**src/rtl/triadic_alu_issue_scheduler_pkg.sv**
```systemverilog
// Constants shared between the Triadic ALU and its issue scheduler.
// The scheduler's tag pipeline depth has to match the ALU pipeline depth, so both take it from here.
package triadic_alu_issue_scheduler_pkg;

    localparam int TRIADIC_ALU_CTRL_WIDTH = 20;
    localparam int TRIADIC_ALU_LATENCY    = 4;

    localparam logic [TRIADIC_ALU_CTRL_WIDTH-1:0] ALU_CTRL_NOP = '0;

endpackage

```
**src/rtl/triadic_alu_issue_scheduler_arbiter.sv**
```systemverilog
// Round-robin arbiter that issues a one-hot grant.
// The search begins at the requester after the most recent grant.
module triadic_alu_issue_scheduler_arbiter #(
    parameter int REQUESTER_COUNT = 4,
    parameter int ID_WIDTH        = 2
) (
    input  logic                       clock,
    input  logic                       reset,
    input  logic [REQUESTER_COUNT-1:0] request,
    output logic [REQUESTER_COUNT-1:0] grant,
    output logic                       grant_valid,
    output logic [ID_WIDTH-1:0]        grant_id
);

    logic [ID_WIDTH-1:0] start_ptr;
    logic [ID_WIDTH-1:0] idx;

    // NOTE: combinational logic uses '=' and assigns every output a default first, so no latch is inferred.
    always_comb begin
        grant       = '0;
        grant_valid = 1'b0;
        grant_id    = '0;
        idx         = '0;
        for (int k = 0; k < REQUESTER_COUNT; k++) begin
            idx = ID_WIDTH'((int'(start_ptr) + k) % REQUESTER_COUNT);
            if (!grant_valid && request[idx]) begin
                grant_valid = 1'b1;
                grant_id    = idx;
            end
        end
        if (grant_valid) begin
            grant[grant_id] = 1'b1;
        end
    end

    // NOTE: registered state uses '<=' so that every flop samples values from before the edge.
    always_ff @(posedge clock or posedge reset) begin
        if (reset) begin
            start_ptr <= '0;
        end else if (grant_valid) begin
            start_ptr <= ID_WIDTH'((int'(grant_id) + 1) % REQUESTER_COUNT);
        end
    end

endmodule

```
**src/rtl/triadic_alu_issue_scheduler.sv**
```systemverilog
// Shares one Triadic ALU among several requesters. Each op is tagged through the fixed ALU latency,
// and the result goes back to the requester that issued it, together with that requester's R and S contexts.
module triadic_alu_issue_scheduler
    import triadic_alu_issue_scheduler_pkg::*;
#(
    parameter int WORD_WIDTH      = 36,
    parameter int REQUESTER_COUNT = 4,
    parameter int ID_WIDTH        = 2,
    parameter int ALU_LATENCY     = TRIADIC_ALU_LATENCY
) (
    input  logic                                              clock,
    input  logic                                              reset,
    input  logic [REQUESTER_COUNT-1:0]                        req_valid,
    output logic [REQUESTER_COUNT-1:0]                        req_ready,
    input  logic [REQUESTER_COUNT*TRIADIC_ALU_CTRL_WIDTH-1:0] req_control,
    input  logic [REQUESTER_COUNT*WORD_WIDTH-1:0]             req_A,
    input  logic [REQUESTER_COUNT*WORD_WIDTH-1:0]             req_B,
    input  logic                                              s_write,
    input  logic [ID_WIDTH-1:0]                               s_id,
    input  logic [WORD_WIDTH-1:0]                             s_data,
    output logic [TRIADIC_ALU_CTRL_WIDTH-1:0]                 alu_control,
    output logic [WORD_WIDTH-1:0]                             alu_A,
    output logic [WORD_WIDTH-1:0]                             alu_B,
    output logic [WORD_WIDTH-1:0]                             alu_R,
    output logic [WORD_WIDTH-1:0]                             alu_S,
    output logic                                              alu_R_zero,
    output logic                                              alu_R_negative,
    input  logic [WORD_WIDTH-1:0]                             alu_Ra,
    input  logic [WORD_WIDTH-1:0]                             alu_Rb,
    input  logic                                              alu_carry_out,
    input  logic                                              alu_overflow,
    output logic                                              rsp_valid,
    output logic [ID_WIDTH-1:0]                               rsp_id,
    output logic [WORD_WIDTH-1:0]                             rsp_Ra,
    output logic [WORD_WIDTH-1:0]                             rsp_Rb,
    output logic                                              rsp_carry_out,
    output logic                                              rsp_overflow
);

    localparam int CW = TRIADIC_ALU_CTRL_WIDTH;

    typedef struct packed {
        logic                valid;
        logic [ID_WIDTH-1:0] id;
    } issue_tag_t;

    issue_tag_t                 tag_pipe [ALU_LATENCY];
    issue_tag_t                 retire_tag;
    logic [REQUESTER_COUNT-1:0] pending;
    logic [REQUESTER_COUNT-1:0] retire_hit;
    logic [REQUESTER_COUNT-1:0] eligible;
    logic [REQUESTER_COUNT-1:0] grant;
    logic                       grant_valid;
    logic [ID_WIDTH-1:0]        grant_id;
    logic [WORD_WIDTH-1:0]      r_ctx [REQUESTER_COUNT];
    logic [WORD_WIDTH-1:0]      s_ctx [REQUESTER_COUNT];

    assign retire_tag = tag_pipe[ALU_LATENCY-1];

    always_comb begin
        retire_hit = '0;
        if (retire_tag.valid) begin
            retire_hit[retire_tag.id] = 1'b1;
        end
    end

    // A requester whose result retires this cycle is eligible again right away, with its new R bypassed in.
    assign eligible = req_valid & (~pending | retire_hit) & {REQUESTER_COUNT{~reset}};

    triadic_alu_issue_scheduler_arbiter #(
        .REQUESTER_COUNT(REQUESTER_COUNT),
        .ID_WIDTH       (ID_WIDTH)
    ) u_arbiter (
        .clock      (clock),
        .reset      (reset),
        .request    (eligible),
        .grant      (grant),
        .grant_valid(grant_valid),
        .grant_id   (grant_id)
    );

    assign req_ready = grant;

    always_comb begin
        alu_control = ALU_CTRL_NOP;
        alu_A       = '0;
        alu_B       = '0;
        alu_R       = '0;
        alu_S       = '0;
        if (grant_valid) begin
            alu_control = req_control[int'(grant_id)*CW +: CW];
            alu_A       = req_A[int'(grant_id)*WORD_WIDTH +: WORD_WIDTH];
            alu_B       = req_B[int'(grant_id)*WORD_WIDTH +: WORD_WIDTH];
            alu_R       = retire_hit[grant_id] ? alu_Ra : r_ctx[grant_id];
            alu_S       = s_ctx[grant_id];
        end
    end

    assign alu_R_zero     = (alu_R == '0);
    assign alu_R_negative = alu_R[WORD_WIDTH-1];

    assign rsp_valid     = retire_tag.valid;
    assign rsp_id        = retire_tag.id;
    assign rsp_Ra        = alu_Ra;
    assign rsp_Rb        = alu_Rb;
    assign rsp_carry_out = alu_carry_out;
    assign rsp_overflow  = alu_overflow;

    // If the same requester retires and issues in one cycle, the new pending bit has priority over the clear.
    always_ff @(posedge clock or posedge reset) begin
        if (reset) begin
            pending <= '0;
            for (int i = 0; i < ALU_LATENCY; i++) begin
                tag_pipe[i] <= '0;
            end
        end else begin
            pending     <= (pending & ~retire_hit) | grant;
            tag_pipe[0] <= '{valid: grant_valid, id: (grant_valid ? grant_id : '0)};
            for (int i = 1; i < ALU_LATENCY; i++) begin
                tag_pipe[i] <= tag_pipe[i-1];
            end
        end
    end

    // NOTE: the contexts are discrete flops rather than a RAM, so they can take the async clear like any other state.
    always_ff @(posedge clock or posedge reset) begin
        if (reset) begin
            for (int i = 0; i < REQUESTER_COUNT; i++) begin
                r_ctx[i] <= '0;
                s_ctx[i] <= '0;
            end
        end else begin
            if (retire_tag.valid) begin
                r_ctx[retire_tag.id] <= alu_Ra;
            end
            if (s_write && (int'(s_id) < REQUESTER_COUNT)) begin
                s_ctx[s_id] <= s_data;
            end
        end
    end

endmodule

```
**config.mk**
```make
export PLATFORM = sky130hd
export DESIGN_NAME = triadic_alu_issue_scheduler
export DESIGN_NICKNAME = d
export VERILOG_FILES = /design/src/rtl/triadic_alu_issue_scheduler_pkg.sv /design/src/rtl/triadic_alu_issue_scheduler_arbiter.sv /design/src/rtl/triadic_alu_issue_scheduler.sv
export SDC_FILE = /design/constraint.sdc
export NUM_CORES = 1
export LEC_CHECK = 0
export CORE_AREA = 2 2 285 287
export CTS_CLUSTER_DIAMETER = 150
export CTS_CLUSTER_SIZE = 30
export DETAILED_ROUTE_END_ITERATION = 10
export DIE_AREA = 0 0 287 289
export GPL_TIMING_DRIVEN = 1
export PLACE_DENSITY_LB_ADDON = 0.08
export SLEW_MARGIN = 10
export SYNTH_ARGS = -nofsm -noshare
export SYNTH_HDL_FRONTEND = slang
export SYNTH_SLANG_ARGS = --single-unit
```
**constraint.sdc**
```tcl
create_clock -name clock -period 13.2 [get_ports clock]
set_clock_uncertainty 0.1 [all_clocks]
set_input_delay 1.98 -clock clock [delete_from_list [all_inputs] [get_ports clock]]
set_output_delay 1.98 -clock clock [all_outputs]
set_load 0.02 [all_outputs]
```
==> results.md, run 1 <==
- Antenna viol nets, final: 0
- Hold-fix buffers, CTS: 0
- Slew @ Worst Pin: 1.05 ns
- Sequential share of power: 0.271
- R2R setup slack: 9.05 ns
- Vias in the first global route: 17500
- DIE WIDTH: 287 um
- Primary flip-flop cell chosen by synthesis mapping: dfrtp_1
- Die height: 289 um
- Layout cell share with drive strength beyond 1: 0.135
- Setup WS pre-CTS: 3.69 ns
- DRC: 0
- Crit path time final: 9.43 ns
- Cells after synthesis: 2123
- Number of enable flip-flop cells after synthesis: 0
- Die ar.: 0.0829 mm2
- Grt ovf: 0
- Cell Int Power: 2860 uW
- Cts bufs inserted: 14
- Skew-Pair Late Insertion Delay: 0.53 ns
- NumNets Final: 3068
- Total power: 5320 uW
- Max VDD drop: 0.110 mV
- Hold crit path type: reg -> reg
- Post-CTS resize count: 0
- Yosys reg bits: 306
- Synth warn: 0
- PwrDens: 208 mW/mm2
- Setup-failing EPs final: 0
- Max Fclk: 0.106 GHz
- Antenna violations before repair: 30
- Setup repair bufs after CTS: 0
- Leading area contributor after synthesis: dfrtp_1
- Non-filler cells, final: 3646
- Crit. End Element: primary output
- Synthesized Nets: 2614
- Top-area cell type share of the netlist area: 0.418
- Vias: 17400
- CTS Buffer Depth: 3
- Starting Density: 0.229
- Unrepaired setup endpoints after global routing: no
- 1st-pass router iterations: 7
- Largest net degree at the start of global routing: 166
- Core box area: 0.0799 mm2
- Worst r2r src: rsp_valid
- # H-tree levels: 1
- Final WL: 98200 um
- Worst Path Max Fanout: 73
- Via/cell ratio: 4.78
- Hpwl dp: 72400 um
- Mapped Avg Cell Area: 8.62 um2
- CTS tree: done
- Max Slew Vio Count: 0
- Leakage: 0.0108 uW
- Sw frac: 0.463
- Worst Hold Slack: 0.262 ns
- Post-synthesis cell type count: 49
- Placed Instances: 3621
- Slew headroom: 0.302
- CP Launch Type: input port
- Port Buf Inserts: 657
- Worst setup endpoint: alu_R_zero
- Top post-synthesis cells by area: dfrtp_1 42%, mux2_2 18%, nand2_1 13%
- Psw: 2460 uW
- Final Cycle Share: 0.714
- Max_cap viols: 0
- Worst path required time: 11.12 ns
- Arr. time, crit path: 7.35 ns
- Synthesized area: 0.0183 mm2
- I/O pins: 734
- Setup TNS: 0 ns
- First-pass GRT wire length: 136000 um
- Setup ws final: 3.77 ns
- Starting DRC count in detailed routing: 1082
- Crit path launch: reset
- Total track usage: 0.226
- Post-synthesis sequential area ratio: 0.418
- Site Rows: 104
- TritonCTS Sinks: 306
- FFs w/ async S/R, synth: 1.00
- WS Path Type: in -> out
- Clock share of power: 0.099
- Worst-path clk slew: 0.12 ns
- GP Congestion: 0.928
- Reg-to-reg critical path endpoint: pending[0]
- Outcome: complete, no violations
- Area grow syn2layout: 39.7%
- CTS root buf: clkbuf_16
- Comb power frac: 0.630
- Fin. Hold Viols: 0
- R2R cell count: 9
- Routed WL per cell: 26.9 um
cell families (layout without fill, tap and decap cells):
kind of cell             after synthesis  after routing  share of synthesized area
AND/OR/NAND/NOR                     1154           1154                      0.281
flip-flops                           306            306                      0.418
multiplexers                         298            298                      0.183
buffers and inverters                250            704                     0.0732
AO/OA/AOI/OAI                        109            109                     0.0413
adder cells (fa/ha/maj)                4              4                    0.00274
XOR/XNOR                               2              2                   0.000957
other                                  0              9                          0
stage by stage:
step | instance area [um2] | util
floorplan | 18300 | -
global placement | 25100 | 0.315
detailed placement | 25100 | 0.315
CTS | 25500 | 0.320
global route | 25600 | 0.320
finish | 25600 | 0.320
layout by cell type, fill, tap and decap left out, types with 4 or more instances in the layout:
master           synthesis  layout
a21o_1                   6       6
a21oi_1                 51      51
a31oi_1                  4       4
a32o_1                   8       8
a32oi_1                 12      12
and2_1                   7       6
and3_1                 138     136
buf_4                   83      22
clkbuf_16                0      15
clkdlybuf4s50_1          0     657
dfrtp_1                306     306
diode_2                  0       9
ha_1                     4       4
mux2_2                 288     288
mux2i_1                 10      10
nand2_1                647     647
nand3_1                273     271
nand3b_1                 4       4
nor2_1                  62      62
nor4_1                   9       9
o21ai_0                  8       8
power groups by stage:
| stage | sequential (uW) | clock, uW | combinational, uW |
|---|---|---|---|
| 6_report | 1440 | 529 | 3350 |
| 5_1_grt | 1480 | 594 | 3620 |
| 2_1_floorplan | 1410 | 0 | 1970 |
| 3_3_place_gp | 1450 | 0 | 3400 |
| 3_5_place_dp | 1460 | 0 | 3390 |
| 4_1_cts | 1440 | 561 | 3410 |
routing by layer:
metal | vias to the layer above | global-route usage | wire, um
li1 | 8028 | - | -
met1 | 8724 | 0.286 | 41100
met2 | 552 | 0.394 | 48700
met3 | 108 | 0.0491 | 5870
met4 | 22 | 0.0505 | 2400
met5 | - | 0 | 134
cell usage after synthesis, types with 3 or more instances:
cell type  number
nand2_1       647
dfrtp_1       306
mux2_2        288
nand3_1       273
and3_1        138
clkbuf_1      108
buf_4          83
nor2_1         62
a21oi_1        51
buf_2          36
a32oi_1        12
buf_1          10
mux2i_1        10
nor4_1          9
a32o_1          8
o21ai_0         8
and2_1          7
a21o_1          6
buf_6           6
inv_1           6
a31oi_1         4
ha_1            4
nand3b_1        4
a211o_1         3
a21oi_2         3
critical path: stages:
cell	delay, ns
clkdlybuf4s50_1	0.66
nand2b_1	0.27
a211oi_1	0.10
o311ai_0	0.52
and2_4	0.27
buf_4	0.60
buf_4	0.81
a32o_2	0.32
nand2_1	0.05
or4b_1	0.53
a221oi_2	0.30
a31o_1	0.22
clkdlybuf4s50_1	0.62
final cells by class:
cell class	instances	area, um2
tap	1060	1330
antenna	9	22.5
timing repair buffer	681	6780
multi-input combinational	1567	9330
inverter	7	51.3
fill	8495	54300
sequential	306	7660
clock buffer	15	375
clock inverter	1	30.0
registers in the layout, indices dropped and copies added, names as in the netlist:
register / flops
tag_pipe: 9
s_ctx: 144
u_arbiter.start_ptr: 2
r_ctx: 144
rsp_id: 2
rsp_valid: 1
pending: 4
worst min path at each step:
stage | from | to | slack (ns) | cells after the start
detailed placement | tag_pipe[5] | rsp_valid | 0.23 | 0
finish | tag_pipe[8] | tag_pipe[5] | 0.26 | 0
floorplan | tag_pipe[3] | rsp_id[0] | 0.23 | 0
global placement | tag_pipe[11] | tag_pipe[8] | 0.23 | 0
global route | tag_pipe[5] | rsp_valid | 0.27 | 0
CTS | tag_pipe[5] | rsp_valid | 0.26 | 0
No activity file was read; power rests on OpenSTA's default activity.
==> run 2, diff against run 1 <==
clock period = 8.8 ns   (was 13.2 ns; I/O delays follow)
==> run 2 against run 1 <==
Sequential cell count is the same. Clock power rose by 57%. Non-clock buffer count up 2. Via count is 0.29% lower. Combinational power increased by 48%. Largest cell class unchanged.
==> results.md, run 2 (same netlist as run 1, synthesis figures left out) <==
- Post-Route M1 WL: 37200 um
- Post-route cell area: 0.0256 mm2
- First-pass GRT wire length: 128000 um
- Max Fclk: 0.139 GHz
- Worst path required time: 7.38 ns
- Total track usage: 0.207
- Max Slew Vio Count: 0
- PwrDens: 311 mW/mm2
- CTS root buf: clkbuf_16
- Skew-Pair Late Insertion Delay: 0.54 ns
- Setup TNS: 0 ns
- Worst Path Max Fanout: 113
- Grt ovf: 0
- Post-CTS resize count: 0
- Max VDD drop: 0.159 mV
- # H-tree levels: 1
- Clock share of power: 0.105
- Slew @ Worst Pin: 1.09 ns
- Worst-path clk slew: 0.12 ns
- Max_cap viols: 0
- Layout cell share with drive strength beyond 1: 0.136
- Site Rows: 104
- Largest net degree at the start of global routing: 173
- 1st-pass router iterations: 5
- Setup repair bufs after CTS: 0
- Hold crit path type: reg -> reg
- DRC: 0
- Vias: 17400
- Core box area: 0.0799 mm2
- Placed cell areas: 0.0252 mm2
- Routed WL per cell: 24.9 um
- Most common cell after layout, fill and taps aside: clkdlybuf4s50_1
- TritonCTS Sinks: 306
- Crit. End Element: primary output
- CTS Buffer Depth: 3
- Worst Hold Slack: 0.248 ns
- WL met2: 44900 um
- Highest routed layer: met5
- Cell Int Power: 4320 uW
- Starting DRC count in detailed routing: 812
- Comb power frac: 0.623
- Die height: 289 um
- NumNets Final: 3070
- Psw: 3630 uW
- Sw frac: 0.457
- Hold-fix buffers, CTS: 0
- Outcome: complete, no violations
- Biggest regs: r_ctx: 144 flops, s_ctx: 144 flops, tag_pipe: 9 flops
- Hpwl dp: 66100 um
- Crit path time final: 7.18 ns
- Unrepaired setup endpoints after global routing: no
- Leakage: 0.0108 uW
- Die ar.: 0.0829 mm2
- Setup-failing EPs final: 0
- I/O pins: 734
- Arr. time, crit path: 5.76 ns
- Area grow syn2layout: 39.9%
- DIE WIDTH: 287 um
- DR WL met3: 6760 um
- Most frequent cells in the layout: 657 x clkdlybuf4s50_1, 647 x nand2_1, 306 x dfrtp_1
- Slew headroom: 0.274
- Final WL: 90800 um
- GP Congestion: 0.947
- Vias in the first global route: 17500
- Sequential share of power: 0.272
- Port Buf Inserts: 657
- Antenna viol nets, final: 0
- Cts bufs inserted: 14
- WS Path Type: in -> out
- CTS tree: done
- Starting Density: 0.229
- CP Launch Type: input port
- Antenna violations before repair: 16
- Final Cycle Share: 0.815
- Fin. Hold Viols: 0
- Via/cell ratio: 4.77
run 2: changes by cell type in the layout (fill, tap and decap cells not counted):
cell and delta:
bufinv_16 +1, buf_4 +2, inv_8 -1, clkinvlp_4 +1, clkinv_16 -1, diode_2 -4
inv_16 +1
run 2: per-stage QoR:
stage	cells	total power [uW]	worst slack, ns	util
detailed placement	3623	7210	1.60	0.315
global placement	3623	7190	1.55	0.315
global route	3642	8510	1.25	0.320
CTS	3640	8080	1.58	0.320
finish	3645	7950	1.62	0.320
floorplan	2123	5080	3.31	-
run 2: final timing paths:
check | start | endpoint | slack (ns) | depth (start not counted)
worst max register to register | rsp_valid | pending[0] | 4.38 | 9
worst min-delay path | tag_pipe[11] | tag_pipe[8] | 0.25 | 0
worst min register to register | tag_pipe[11] | tag_pipe[8] | 0.25 | 0
min in group asynchronous | reset | pending[3] | 1.20 | 2
worst max-delay path | reset | alu_S[34] | 1.62 | 11
max in group asynchronous | reset | s_ctx[95] | 5.89 | 3
run 2: critical path, cell delays in order:
cell             delay, ns
clkdlybuf4s50_1       0.52
nand2b_1              0.24
a21o_1                0.19
or3_1                 0.36
and3_4                0.33
inv_8                 0.55
buf_4                 0.89
nand2_1               0.11
nand3_1               0.11
and3_1                0.25
clkdlybuf4s50_1       0.63
run 2: routing by layer:
metal | GRT usage | up-vias
met2 | 0.362 | 583
met4 | 0.0344 | 22
met3 | 0.0546 | 85
met1 | 0.259 | 8670
met5 | 0 | -
li1 | - | 8023
run 2: power by group through the flow:
stage	Combinational (uW)	Sequential, uW	Clock [uW]
final	4950	2160	831
after global routing	5370	2230	920
after CTS	5050	2160	876
after detailed placement	5020	2190	0
after global placement	5010	2170	0
after floorplan	2960	2120	0
run 2: layout make-up:
| cell class | instances | area, um2 |
|---|---|---|
| diodes | 5 | 12.5 |
| clock buffers | 15 | 375 |
| clock inverters | 2 | 50.0 |
| fillers | 8323 | 54300 |
| inverters | 7 | 47.5 |
| multi-input cells | 1567 | 9330 |
| flip-flops and latches | 306 | 7660 |
| well taps | 1060 | 1330 |
| repair buffers | 683 | 6800 |
